[src/rtl/parallel_serial_if.sv]
// DAC serializer bus: frame clock, sample load strobe,
// serial output and status pulses.
interface parallel_serial_if #(
  parameter int DATA_W = 32
);
  logic              i_lrclk;
  logic [DATA_W-1:0] i_data_parallel_DAC;
  logic              i_load_DAC;
  logic              o_data_serial_DAC;
  logic              o_busy;
  logic              o_frame_done;
  logic              o_underrun;
  logic              o_overrun;

  modport master (
    output i_lrclk,
    output i_data_parallel_DAC,
    output i_load_DAC,
    input  o_data_serial_DAC,
    input  o_busy,
    input  o_frame_done,
    input  o_underrun,
    input  o_overrun
  );

  modport slave (
    input  i_lrclk,
    input  i_data_parallel_DAC,
    input  i_load_DAC,
    output o_data_serial_DAC,
    output o_busy,
    output o_frame_done,
    output o_underrun,
    output o_overrun
  );
endinterface

[src/rtl/parallel_serial.sv]
// DAC serializer: one held sample per frame, shifted
// out MSB-first after each rising edge of the frame clock.
module parallel_serial #(
  parameter int DATA_W = 32,
  parameter int CNT_W  = 5
) (
  input logic               i_clk,
  input logic               i_rst_n,
  parallel_serial_if.slave  bus
);

  typedef enum logic [1:0] {
    IDLE  = 2'd0,
    SHIFT = 2'd1,
    DONE  = 2'd2
  } state_t;

  state_t            state;
  logic [DATA_W-1:0] hold_q;
  logic              hold_valid;
  logic [DATA_W-1:0] shift_q;
  logic [CNT_W-1:0]  count_q;
  logic              lrclk_q;
  logic              frame_done_q;
  logic              underrun_q;
  logic              overrun_q;

  logic lr_rise;
  logic start;
  logic consume;
  logic bypass;
  logic load;

  assign load    = bus.i_load_DAC;
  assign lr_rise = bus.i_lrclk & ~lrclk_q;
  assign start   = (state == IDLE) & lr_rise;
  assign consume = start & hold_valid;
  // Empty hold plus a same-cycle load feeds the shifter directly
  assign bypass  = start & ~hold_valid & load;

  always_ff @(posedge i_clk or negedge i_rst_n) begin
    if (!i_rst_n) begin
      state        <= IDLE;
      hold_q       <= '0;
      hold_valid   <= 1'b0;
      shift_q      <= '0;
      count_q      <= '0;
      lrclk_q      <= 1'b0;
      frame_done_q <= 1'b0;
      underrun_q   <= 1'b0;
      overrun_q    <= 1'b0;
    end else begin
      lrclk_q      <= bus.i_lrclk;
      frame_done_q <= 1'b0;
      underrun_q   <= start & ~hold_valid & ~load;
      overrun_q    <= load & hold_valid & ~consume;

      if (load && !bypass) begin
        hold_q     <= bus.i_data_parallel_DAC;
        hold_valid <= 1'b1;
      end else if (consume) begin
        hold_valid <= 1'b0;
      end

      case (state)
        IDLE: begin
          if (start) begin
            state   <= SHIFT;
            count_q <= CNT_W'(DATA_W - 1);
            if (hold_valid)
              shift_q <= hold_q;
            else if (load)
              shift_q <= bus.i_data_parallel_DAC;
            else
              shift_q <= '0;
          end
        end
        SHIFT: begin
          shift_q <= {shift_q[DATA_W-2:0], 1'b0};
          if (count_q == '0) begin
            state        <= DONE;
            frame_done_q <= 1'b1;
          end else begin
            count_q <= count_q - 1'b1;
          end
        end
        DONE: begin
          state <= IDLE;
        end
        default: begin
          state   <= IDLE;
          shift_q <= '0;
          count_q <= '0;
        end
      endcase
    end
  end

  assign bus.o_data_serial_DAC = (state == SHIFT)
                               & shift_q[DATA_W-1];
  assign bus.o_busy       = (state == SHIFT) | (state == DONE);
  assign bus.o_frame_done = frame_done_q;
  assign bus.o_underrun   = underrun_q;
  assign bus.o_overrun    = overrun_q;

endmodule

[src/flat_wrapper.sv]
// flat-port wrapper written by rule: the top's interface ports become plain ports
module parallel_serial_flat 
#(
  parameter int DATA_W = 32,
  parameter int CNT_W  = 5
)
  (i_clk, i_rst_n, bus_i_lrclk, bus_i_data_parallel_DAC, bus_i_load_DAC, bus_o_data_serial_DAC, bus_o_busy, bus_o_frame_done, bus_o_underrun, bus_o_overrun);
  parallel_serial_if #(.DATA_W(DATA_W)) bus_i ();
  input logic i_clk;
  input logic i_rst_n;
  input wire logic [$bits(bus_i.i_lrclk)-1:0] bus_i_lrclk;
  input wire logic [$bits(bus_i.i_data_parallel_DAC)-1:0] bus_i_data_parallel_DAC;
  input wire logic [$bits(bus_i.i_load_DAC)-1:0] bus_i_load_DAC;
  output wire logic [$bits(bus_i.o_data_serial_DAC)-1:0] bus_o_data_serial_DAC;
  output wire logic [$bits(bus_i.o_busy)-1:0] bus_o_busy;
  output wire logic [$bits(bus_i.o_frame_done)-1:0] bus_o_frame_done;
  output wire logic [$bits(bus_i.o_underrun)-1:0] bus_o_underrun;
  output wire logic [$bits(bus_i.o_overrun)-1:0] bus_o_overrun;
  assign bus_i.i_lrclk = bus_i_lrclk;
  assign bus_i.i_data_parallel_DAC = bus_i_data_parallel_DAC;
  assign bus_i.i_load_DAC = bus_i_load_DAC;
  assign bus_o_data_serial_DAC = bus_i.o_data_serial_DAC;
  assign bus_o_busy = bus_i.o_busy;
  assign bus_o_frame_done = bus_i.o_frame_done;
  assign bus_o_underrun = bus_i.o_underrun;
  assign bus_o_overrun = bus_i.o_overrun;
  parallel_serial #(.DATA_W(DATA_W), .CNT_W(CNT_W)) u_core (.i_clk(i_clk), .i_rst_n(i_rst_n), .bus(bus_i));
endmodule
[config.mk]
export PLATFORM = sky130hd
export DESIGN_NAME = parallel_serial_flat
export DESIGN_NICKNAME = d
export VERILOG_FILES = /design/src/rtl/parallel_serial_if.sv /design/src/rtl/parallel_serial.sv /design/src/flat_wrapper.sv
export SDC_FILE = /design/constraint.sdc
export NUM_CORES = 1
export LEC_CHECK = 0
export ABC_AREA = 1
export BUFFER_PORTS_ARGS = -buffer_cell sky130_fd_sc_hd__clkbuf_2
export CELL_PAD_IN_SITES_DETAIL_PLACEMENT = 1
export CELL_PAD_IN_SITES_GLOBAL_PLACEMENT = 1
export CORE_MARGIN = 5
export CORE_UTILIZATION = 42
export CTS_CLUSTER_SIZE = 25
export DETAILED_ROUTE_END_ITERATION = 10
export GPL_TIMING_DRIVEN = 0
export PLACE_DENSITY = 0.83
export REMOVE_ABC_BUFFERS = 1
export SYNTH_ARGS = -nofsm -noshare
export SYNTH_HDL_FRONTEND = slang
export SYNTH_SLANG_ARGS = --single-unit
[constraint.sdc]
create_clock -name i_clk -period 2.2 [get_ports i_clk]
set_input_delay 0.66 -clock i_clk [delete_from_list [all_inputs] [get_ports i_clk]]
set_output_delay 0.66 -clock i_clk [all_outputs]
set_load 0.005 [all_outputs]
==> flow_summary.json, run 1 <==
{
  "drt-initial-drc-count": 134,
  "port_buffers": 40,
  "startpoint_type": "flop",
  "criticalPathCategory": "reg -> out",
  "crit_fanout": 11,
  "min_period_over_period": 0.922,
  "final_cells": 610,
  "viasPerCell": 5.29,
  "syn-mean-instance-area_um2": 7.78,
  "dp.cells": 591,
  "clkTransAtPathRegs_ns": 0.08,
  "cts_root_buf": "clkbuf_8",
  "ys_warn_count": 0,
  "hold_viol": 0,
  "fp.dieW_um": 103,
  "final-setup-viol-count": 0,
  "final_antenna_net_count": 0,
  "cp_data_arrival_time_ns": 1.37,
  "core_um2": 8590,
  "clk_latency_ns": 0.34,
  "die_area_um2": 10600,
  "antenna_found_initial": 0,
  "worstHoldPathType": "in -> async",
  "area_growth_syn_to_layout_pct": 13.9,
  "worst_slew_pin_slew_ns": 0.941,
  "whs_ns": 0.320,
  "fin_crit_ns": 2.03,
  "worst_ir_drop_vdd_mv": 0.414,
  "wl_per_cell_um": 16.1,
  "post-dp-hpwl_um": 5440,
  "rsz0062_at_grt": "no",
  "cts_tree": "yes",
  "netlist_instances": 467,
  "power.total_mw": 4.57,
  "vias": 3225,
  "start_util": 0.423,
  "required_ns": 1.54,
  "worstReg2RegStart": "u_core.state[0]",
  "finClkSkew_ns": 0.00528,
  "yosysTopAreaCell": "dfrtp_1",
  "endpoint_kind": "primary output",
  "r2r_slack_ns": 0.21,
  "diodes": 0,
  "critPathLaunch": "u_core.state[1]",
  "p_per_area_nw_per_um2": 1100,
  "p_leak_nw": 2.06,
  "grt_first_pass_wirelength_um": 16000,
  "max_cap_viol_count": 0,
  "die_h_um": 103,
  "numCtsBuffers": 9,
  "slew_headroom": 0.372,
  "drc_errors": 0,
  "synthTopCellsByArea": "dfrtp_1, nand2_1, nand3_1",
  "yosysTopAreaCellShare": 0.524,
  "first_global_vias": 3381,
  "max_freq_mhz": 493,
  "utilization": 0.481,
  "ys_ff_latch": 76,
  "ys_seq_area_frac": 0.524,
  "n_fill_cell": 1090,
  "grt_start_max_net_pins": 41,
  "nets": 540,
  "drtPass1Iterations": 5,
  "r2r_cells": 6,
  "wl_um": 9810,
  "cts_buffer_depth": 2,
  "hold_buffers": 0,
  "outcome": "complete, no violations",
  "final_max_slew_viol_count": 0,
  "top_level_ports": 41,
  "overflow": 0,
  "cts_max_level": 3,
  "place_congestion": 0.754,
  "synthDistinctLibCells": 17,
  "rows": 34,
  "cts.sinks": 76,
  "grtUsageTotal": 0.190,
  "synth_area_um2": 3630,
  "r2r-end": "u_core.hold_q[26]",
  "drive_gt1_frac": 0.137
}
-- sequential cells by signal, summed over array words and instances (netlist names), 2 cells and up --
register        cells
u_core.hold_q      32
u_core.shift_q     32
u_core.count_q      5
u_core.state        2
-- through the flow --
step | setup slack [ns] | instance area (µm²) | TNS, ns
6_report | 0.171 | 4140 | 0
5_1_grt | 0.0547 | 4140 | 0
4_1_cts | -0.0500 | 4080 | -0.147
3_5_place_dp | -0.450 | 3870 | -14.91
3_3_place_gp | -0.414 | 3850 | -33.47
2_1_floorplan | 0.173 | 3520 | 0
-- worst max-delay path: stages, from the launching register on --
cell and delay [ns]:
dfrtp_1 0.40, inv_1 0.12, ha_4 0.25, nand2_1 0.09
inv_1 0.06, clkbuf_2 0.10
-- Yosys cell counts --
| master | number |
|---|---|
| ha_1 | 5 |
| a21oi_1 | 5 |
| o21ai_0 | 22 |
| nand3_2 | 1 |
| clkbuf_1 | 8 |
| nor2_1 | 16 |
| buf_2 | 17 |
| a21oi_2 | 1 |
| nand3_1 | 65 |
| nand2_1 | 157 |
| inv_1 | 46 |
| o21ai_1 | 42 |
| dfrtp_1 | 76 |
| clkinv_1 | 1 |
| nor2_4 | 1 |
| a22oi_1 | 1 |
| nor2_2 | 3 |
-- layer usage --
layer / GRT usage / part of all wire
met1: 0.246 / 0.47
met2: 0.317 / 0.48
met3: 0.0338 / 0.038
met4: 0.0737 / 0.016
met5: 0 / 0
-- logic make-up (layout without fill, tap and decap cells) --
| kind of cell | count (synthesis) | after routing | synth area share |
|---|---|---|---|
| AO/OA/AOI/OAI | 71 | 71 | 0.0996 |
| adder cells (fa/ha/maj) | 5 | 5 | 0.0172 |
| buffers and inverters | 72 | 104 | 0.0803 |
| flip-flops | 76 | 76 | 0.524 |
| AND/OR/NAND/NOR | 243 | 246 | 0.279 |
-- area by class of cell --
| class | instances | area [µm²] | share of cell area |
|---|---|---|---|
| sequential | 76 | 1900 | 0.460 |
| multi-input combinational | 322 | 1520 | 0.366 |
| timing repair buffer | 43 | 251 | 0.0608 |
| inverter | 47 | 176 | 0.0426 |
| clock buffer | 11 | 141 | 0.0342 |
| tap | 108 | 135 | 0.0327 |
| clock inverter | 3 | 15.0 | 0.00363 |
-- report_power, final --
group	switching, mW	internal [mW]	leakage, nW	total [mW]
clock	0.498	0.423	0.0848	0.921
sequential	0.225	1.77	0.970	1.99
combinational	1.12	0.531	1.01	1.65
-- cell usage in the layout, fill, tap and decap left out, types with 3 or more instances in the layout --
cell type / synthesis / final
dfrtp_1: 76 / 76
nor2_4: 1 / 6
clkbuf_2: 0 / 39
nand3_1: 65 / 65
o21ai_1: 42 / 42
o21ai_0: 22 / 22
inv_1: 46 / 46
nand2_1: 157 / 155
clkbuf_8: 0 / 11
ha_1: 5 / 3
a21oi_1: 5 / 5
clkinv_2: 0 / 3
nor2_1: 16 / 16
-- how the worst max path moves through the flow --
stage / end / slack (ns)
after floorplan: bus_o_data_serial_DAC / 0.17
after global placement: bus_o_data_serial_DAC / -0.41
after detailed placement: u_core.count_q[0] / -0.45
after CTS: u_core.hold_q[31] / -0.05
after global routing: u_core.count_q[0] / 0.05
final: bus_o_data_serial_DAC / 0.17
-- timing repair --
action                                 in CTS  in global routing
pin swaps                                   1                  3
buffers inserted                            0                  2
setup endpoints to repair                  72                 42
gates cloned                                1                  2
resized for setup                           7                  5
endpoints found under the hold margin       0                  0
No activity file was read; power rests on OpenSTA's default activity.
==> inputs of run 2 (changes only) <==
- REMOVE_ABC_BUFFERS: 1 -> default
==> run 2 against run 1 <==
Largest cell class unchanged. Worst setup slack lost 0.045 ns. Non-clock buffer count grew 22. Power grew 7.2%. Global-route usage grew 2.2 points. Clock power grew 31%. Critical path type unchanged. Sequential share of layout area shrank 1.2 points. Largest power group unchanged.
==> flow_summary.json, run 2 (synthesis gave the netlist of run 1 again) <==
{
  "nets": 559,
  "whs_ns": 0.216,
  "grt_first_pass_wirelength_um": 17500,
  "synth_nets": 508,
  "overflow": 0,
  "finClkSkew_ns": 0.0116,
  "final_cell_mix": "nand2_1, dfrtp_1, nand3_1, inv_1, o21ai_1",
  "rsz0062_at_grt": "no",
  "drive_gt1_frac": 0.155,
  "final-setup-viol-count": 0,
  "worstReg2RegStart": "u_core.state[0]",
  "worst_slew_pin_slew_ns": 0.474,
  "drt-initial-drc-count": 92,
  "p_per_area_nw_per_um2": 1150,
  "drc_errors": 0,
  "regArea_um2": 1900,
  "final_common_cell": "nand2_1",
  "switching_share": 0.382,
  "p_clk_frac": 0.247,
  "cts_max_level": 3,
  "min_period_over_period": 0.943,
  "worst_ir_drop_vdd_mv": 0.409,
  "grt_start_max_net_pins": 61,
  "max_cap_viol_count": 0,
  "start_util": 0.423,
  "r2r_cells": 6,
  "area_growth_syn_to_layout_pct": 16.9,
  "wl_met1_um": 4510,
  "cts_root_buf": "clkbuf_8",
  "die_h_um": 103,
  "p_int_mw": 3.03,
  "cts.sinks": 76,
  "post-dp-hpwl_um": 6890,
  "multi_input_area_um2": 1450,
  "hold_buffers": 0,
  "p_leak_nw": 2.16,
  "pwr-share-seq": 0.408,
  "cts_buffer_depth": 2,
  "grtUsageTotal": 0.212,
  "top_level_ports": 41,
  "r2r-end": "u_core.shift_q[12]",
  "hold_viol": 0,
  "wl_um": 9910,
  "met2WireLength_um": 5020,
  "rows": 34,
  "first_global_vias": 3573,
  "r2r_slack_ns": 0.32,
  "crit_fanout": 19,
  "vias": 3210,
  "wl_met3_um": 254,
  "wl_per_cell_um": 15.7,
  "utilization": 0.494,
  "startpoint_type": "flop",
  "clk_latency_ns": 0.35,
  "worstHoldPathType": "in -> async",
  "cp_data_arrival_time_ns": 1.41,
  "slew_headroom": 0.684,
  "final_antenna_net_count": 0,
  "numCtsBuffers": 9,
  "die_area_um2": 10600,
  "outcome": "complete, no violations",
  "n_fill_cell": 1104,
  "fin_crit_ns": 2.07,
  "viasPerCell": 5.10,
  "max_freq_mhz": 482,
  "cts_tree": "yes",
  "core_um2": 8590,
  "fp.dieW_um": 103,
  "highest_layer": "met4",
  "criticalPathCategory": "reg -> out",
  "power.total_mw": 4.90,
  "place_congestion": 0.769,
  "antenna_found_initial": 0,
  "tns_ns": 0,
  "port_buffers": 40,
  "diodes": 0,
  "p_sw_mw": 1.87,
  "endpoint_kind": "primary output",
  "p_comb_frac": 0.345,
  "final_max_slew_viol_count": 0,
  "drtPass1Iterations": 5,
  "largestRegisters": "u_core.hold_q (32), u_core.shift_q (32), u_core.count_q (5)",
  "required_ns": 1.54,
  "clkTransAtPathRegs_ns": 0.08
}
## run 2: per-layer routing
metal | up-vias | GRT usage
li1 | 1585 | -
met1 | 1571 | 0.279
met2 | 44 | 0.358
met3 | 10 | 0.0372
met4 | 0 | 0.0618
met5 | - | 0
## run 2: layout make-up
type                            instances  share of cell area
Buffer                                 24              0.0301
Clock buffer                           11              0.0357
Clock inverter                          4              0.0171
Inverter                               47              0.0415
Multi-Input combinational cell        319               0.342
Sequential cell                        76               0.448
Tap cell                              108              0.0318
Timing Repair Buffer                   41              0.0542
## run 2: power by group through the flow
stage / clock network, mW / logic [mW] / registers, mW
2_1_floorplan: 0 / 1.13 / 1.95
3_3_place_gp: 0 / 1.53 / 1.99
3_5_place_dp: 0 / 1.63 / 2.01
4_1_cts: 1.24 / 1.68 / 1.99
5_1_grt: 1.32 / 1.92 / 2.04
6_report: 1.21 / 1.69 / 2.00
## run 2: repair_timing
action / in CTS / in global routing
setup buffers: 0 / 0
gates resized for setup: 3 / 4
endpoints found under the setup margin: 1 / 1
cloned: 0 / 0
pin swaps: 0 / 0
## run 2: worst max-delay path by stage
stage	slack, ns	depth (start not counted)	endpoint	startpoint
after floorplan	0.26	6	bus_o_data_serial_DAC	u_core.state[1]
after global placement	-0.31	1	u_core.hold_q[8]	i_rst_n
after detailed placement	-0.25	7	bus_o_data_serial_DAC	u_core.state[1]
after CTS	0.002	6	bus_o_data_serial_DAC	u_core.state[1]
after global routing	0.02	6	bus_o_data_serial_DAC	u_core.state[1]
final	0.13	6	bus_o_data_serial_DAC	u_core.state[1]
## run 2: metrics by stage
step / cell area [µm²] / setup slack [ns] / instances
4_1_cts: 4230 / 0.00162 / 630
5_1_grt: 4250 / 0.0178 / 630
3_5_place_dp: 4000 / -0.249 / 616
6_report: 4250 / 0.126 / 630
3_3_place_gp: 3970 / -0.306 / 615
2_1_floorplan: 3630 / 0.259 / 467
## run 2: critical path, cell delays in order, from the launching register on
cell and delay (ns):
dfrtp_1 0.40, inv_1 0.13, ha_4 0.17, buf_12 0.15, nand2_1 0.08, inv_1 0.05, clkbuf_2 0.10
==> inputs of run 3 (changes only) <==
- CORE_UTILIZATION: 42 -> 35
- MAX_ROUTING_LAYER: default -> met4
- PLACE_DENSITY: 0.83 -> 0.72
==> run 3 against run 2 <==
Sequential power about the same. Flip-flop and latch count unchanged. Worst hold slack better by 0.0095 ns. Worst setup slack better by 0.040 ns. Clock power up 12%. Routed wire length down 3.4%. Non-clock buffer count up 4.
==> flow_summary.json, run 3 (synthesis gave the netlist of run 1 again) <==
{
  "endpoint_kind": "primary output",
  "n_fill_cell": 1255,
  "grtUsageMet2": 0.263,
  "viasPerCell": 4.86,
  "drive_gt1_frac": 0.163,
  "final_antenna_net_count": 0,
  "post-dp-hpwl_um": 6680,
  "cts_root_buf": "clkbuf_8",
  "final_common_cell": "nand2_1",
  "use_met3": 0.0375,
  "wl_um": 9580,
  "startpoint_type": "flop",
  "slowest_delay_ns": 0.40,
  "clk_latency_ns": 0.35,
  "drt-initial-drc-count": 98,
  "final_cell_mix": "nand2_1, dfrtp_1, nand3_1, inv_1, o21ai_1",
  "slew_headroom": 0.675,
  "cts_tree": "yes",
  "grtUsageTotal": 0.165,
  "r2r-end": "u_core.shift_q[12]",
  "criticalPathCategory": "reg -> out",
  "r2r_slack_ns": 0.27,
  "antenna_found_initial": 0,
  "port_buffers": 40,
  "cts.sinks": 76,
  "critPathBufInv": 4,
  "place_congestion": 0.782,
  "worst_ir_drop_vdd_mv": 0.418,
  "cp_data_arrival_time_ns": 1.37,
  "final_max_slew_viol_count": 0,
  "overflow": 0,
  "cp_slowest_cell": "dfrtp_1",
  "top_level_ports": 41,
  "worstReg2RegStart": "u_core.state[1]",
  "tns_ns": 0,
  "grt_first_pass_wirelength_um": 16400,
  "outcome": "complete, no violations",
  "largestRegisters": "u_core.hold_q (32), u_core.shift_q (32), u_core.count_q (5)",
  "core_um2": 10200,
  "required_ns": 1.54,
  "max_freq_mhz": 492,
  "wl_per_cell_um": 14.4,
  "final-setup-viol-count": 0,
  "worstHoldPathType": "in -> async",
  "cp_cell_sequence": "inv_2, ha_2, clkbuf_8, nand2_1, inv_1, clkbuf_2",
  "area_growth_syn_to_layout_pct": 19.0,
  "clkTransAtPathRegs_ns": 0.08,
  "drtPass1Iterations": 4,
  "start_util": 0.355,
  "cts_max_level": 3,
  "placed_area_um2": 4030,
  "rsz0062_at_grt": "no",
  "rows": 37,
  "fin_crit_ns": 2.03,
  "fp.dieW_um": 112,
  "drc_errors": 0,
  "path_delay_family": "flip-flops",
  "die_h_um": 112,
  "first_global_vias": 3413,
  "min_period_over_period": 0.924,
  "diodes": 0,
  "final_cells": 663,
  "vias": 3219,
  "p_leak_nw": 2.19,
  "numCtsBuffers": 9,
  "grt-busiest-layer": "met2",
  "fin_area_um2": 4320,
  "p_per_area_nw_per_um2": 1160,
  "cts_buffer_depth": 2,
  "grt_start_max_net_pins": 58,
  "max_cap_viol_count": 0,
  "dp.cells": 644,
  "finClkSkew_ns": 0.0115,
  "die_area_um2": 12500,
  "hold_buffers": 0,
  "worst_slew_pin_slew_ns": 0.487,
  "crit_fanout": 11,
  "nets": 563,
  "met1_usage": 0.210,
  "synth_nets": 508,
  "hold_viol": 0,
  "r2r_cells": 7
}
## run 3: worst max-delay path by stage
| stage | endpoint | slack, ns | cells after the start | start |
|---|---|---|---|---|
| after global routing | bus_o_data_serial_DAC | 0.06 | 6 | u_core.state[1] |
| after CTS | bus_o_data_serial_DAC | 0.008 | 7 | u_core.state[1] |
| final | bus_o_data_serial_DAC | 0.17 | 6 | u_core.state[1] |
| after detailed placement | bus_o_data_serial_DAC | -0.24 | 7 | u_core.state[1] |
| after global placement | u_core.hold_q[8] | -0.35 | 1 | i_rst_n |
| after floorplan | bus_o_data_serial_DAC | 0.26 | 6 | u_core.state[1] |
## run 3: worst register-to-register path: stages, from the launching register on
cell      delay (ns)
dfrtp_1         0.40
buf_4           0.14
buf_4           0.13
ha_1            0.22
a21oi_2         0.29
clkbuf_1        0.42
nand3_1         0.16
nand3_1         0.11
## run 3: metal layers
layer | wire [µm] | part of all wire | vias to the layer above
met5 | 0 | 0 | -
met4 | 159 | 0.017 | 0
met3 | 327 | 0.034 | 12
met1 | 4530 | 0.47 | 1569
li1 | - | - | 1592
met2 | 4560 | 0.48 | 46
## run 3: metrics by stage
step | hold slack [ns] | utilization | power (mW) | worst slack [ns]
floorplan | 0.364 | - | 3.08 | 0.259
global placement | 0.456 | 0.391 | 3.55 | -0.351
detailed placement | 0.464 | 0.394 | 3.63 | -0.236
CTS | 0.223 | 0.422 | 5.08 | 0.00759
global route | 0.227 | 0.422 | 5.39 | 0.0627
finish | 0.225 | 0.422 | 5.01 | 0.167
## run 3: layout make-up
class	instances	area (µm²)	share of cell area
clock inverter	4	95.1	0.0220
tap	136	170	0.0394
timing repair buffer	45	260	0.0602
clock buffer	12	155	0.0359
inverter	47	176	0.0408
buffer	24	121	0.0281
multi-input combinational	319	1440	0.334
sequential	76	1900	0.440
## run 3: power by group
group / switching [mW] / total (mW) / internal, mW / leakage, nW
sequential: 0.218 / 1.99 / 1.77 / 0.970
combinational: 1.09 / 1.66 / 0.571 / 1.09
clock: 0.542 / 1.36 / 0.816 / 0.127
total: 1.85 / 5.01 / 3.16 / 2.19
## run 3: timing repair
item / 4_1_cts / 5_1_grt
setup endpoints to repair: 1 / 1
buffers inserted: 2 / 2
resized for setup: 7 / 1
hold endpoints to repair: 0 / 0
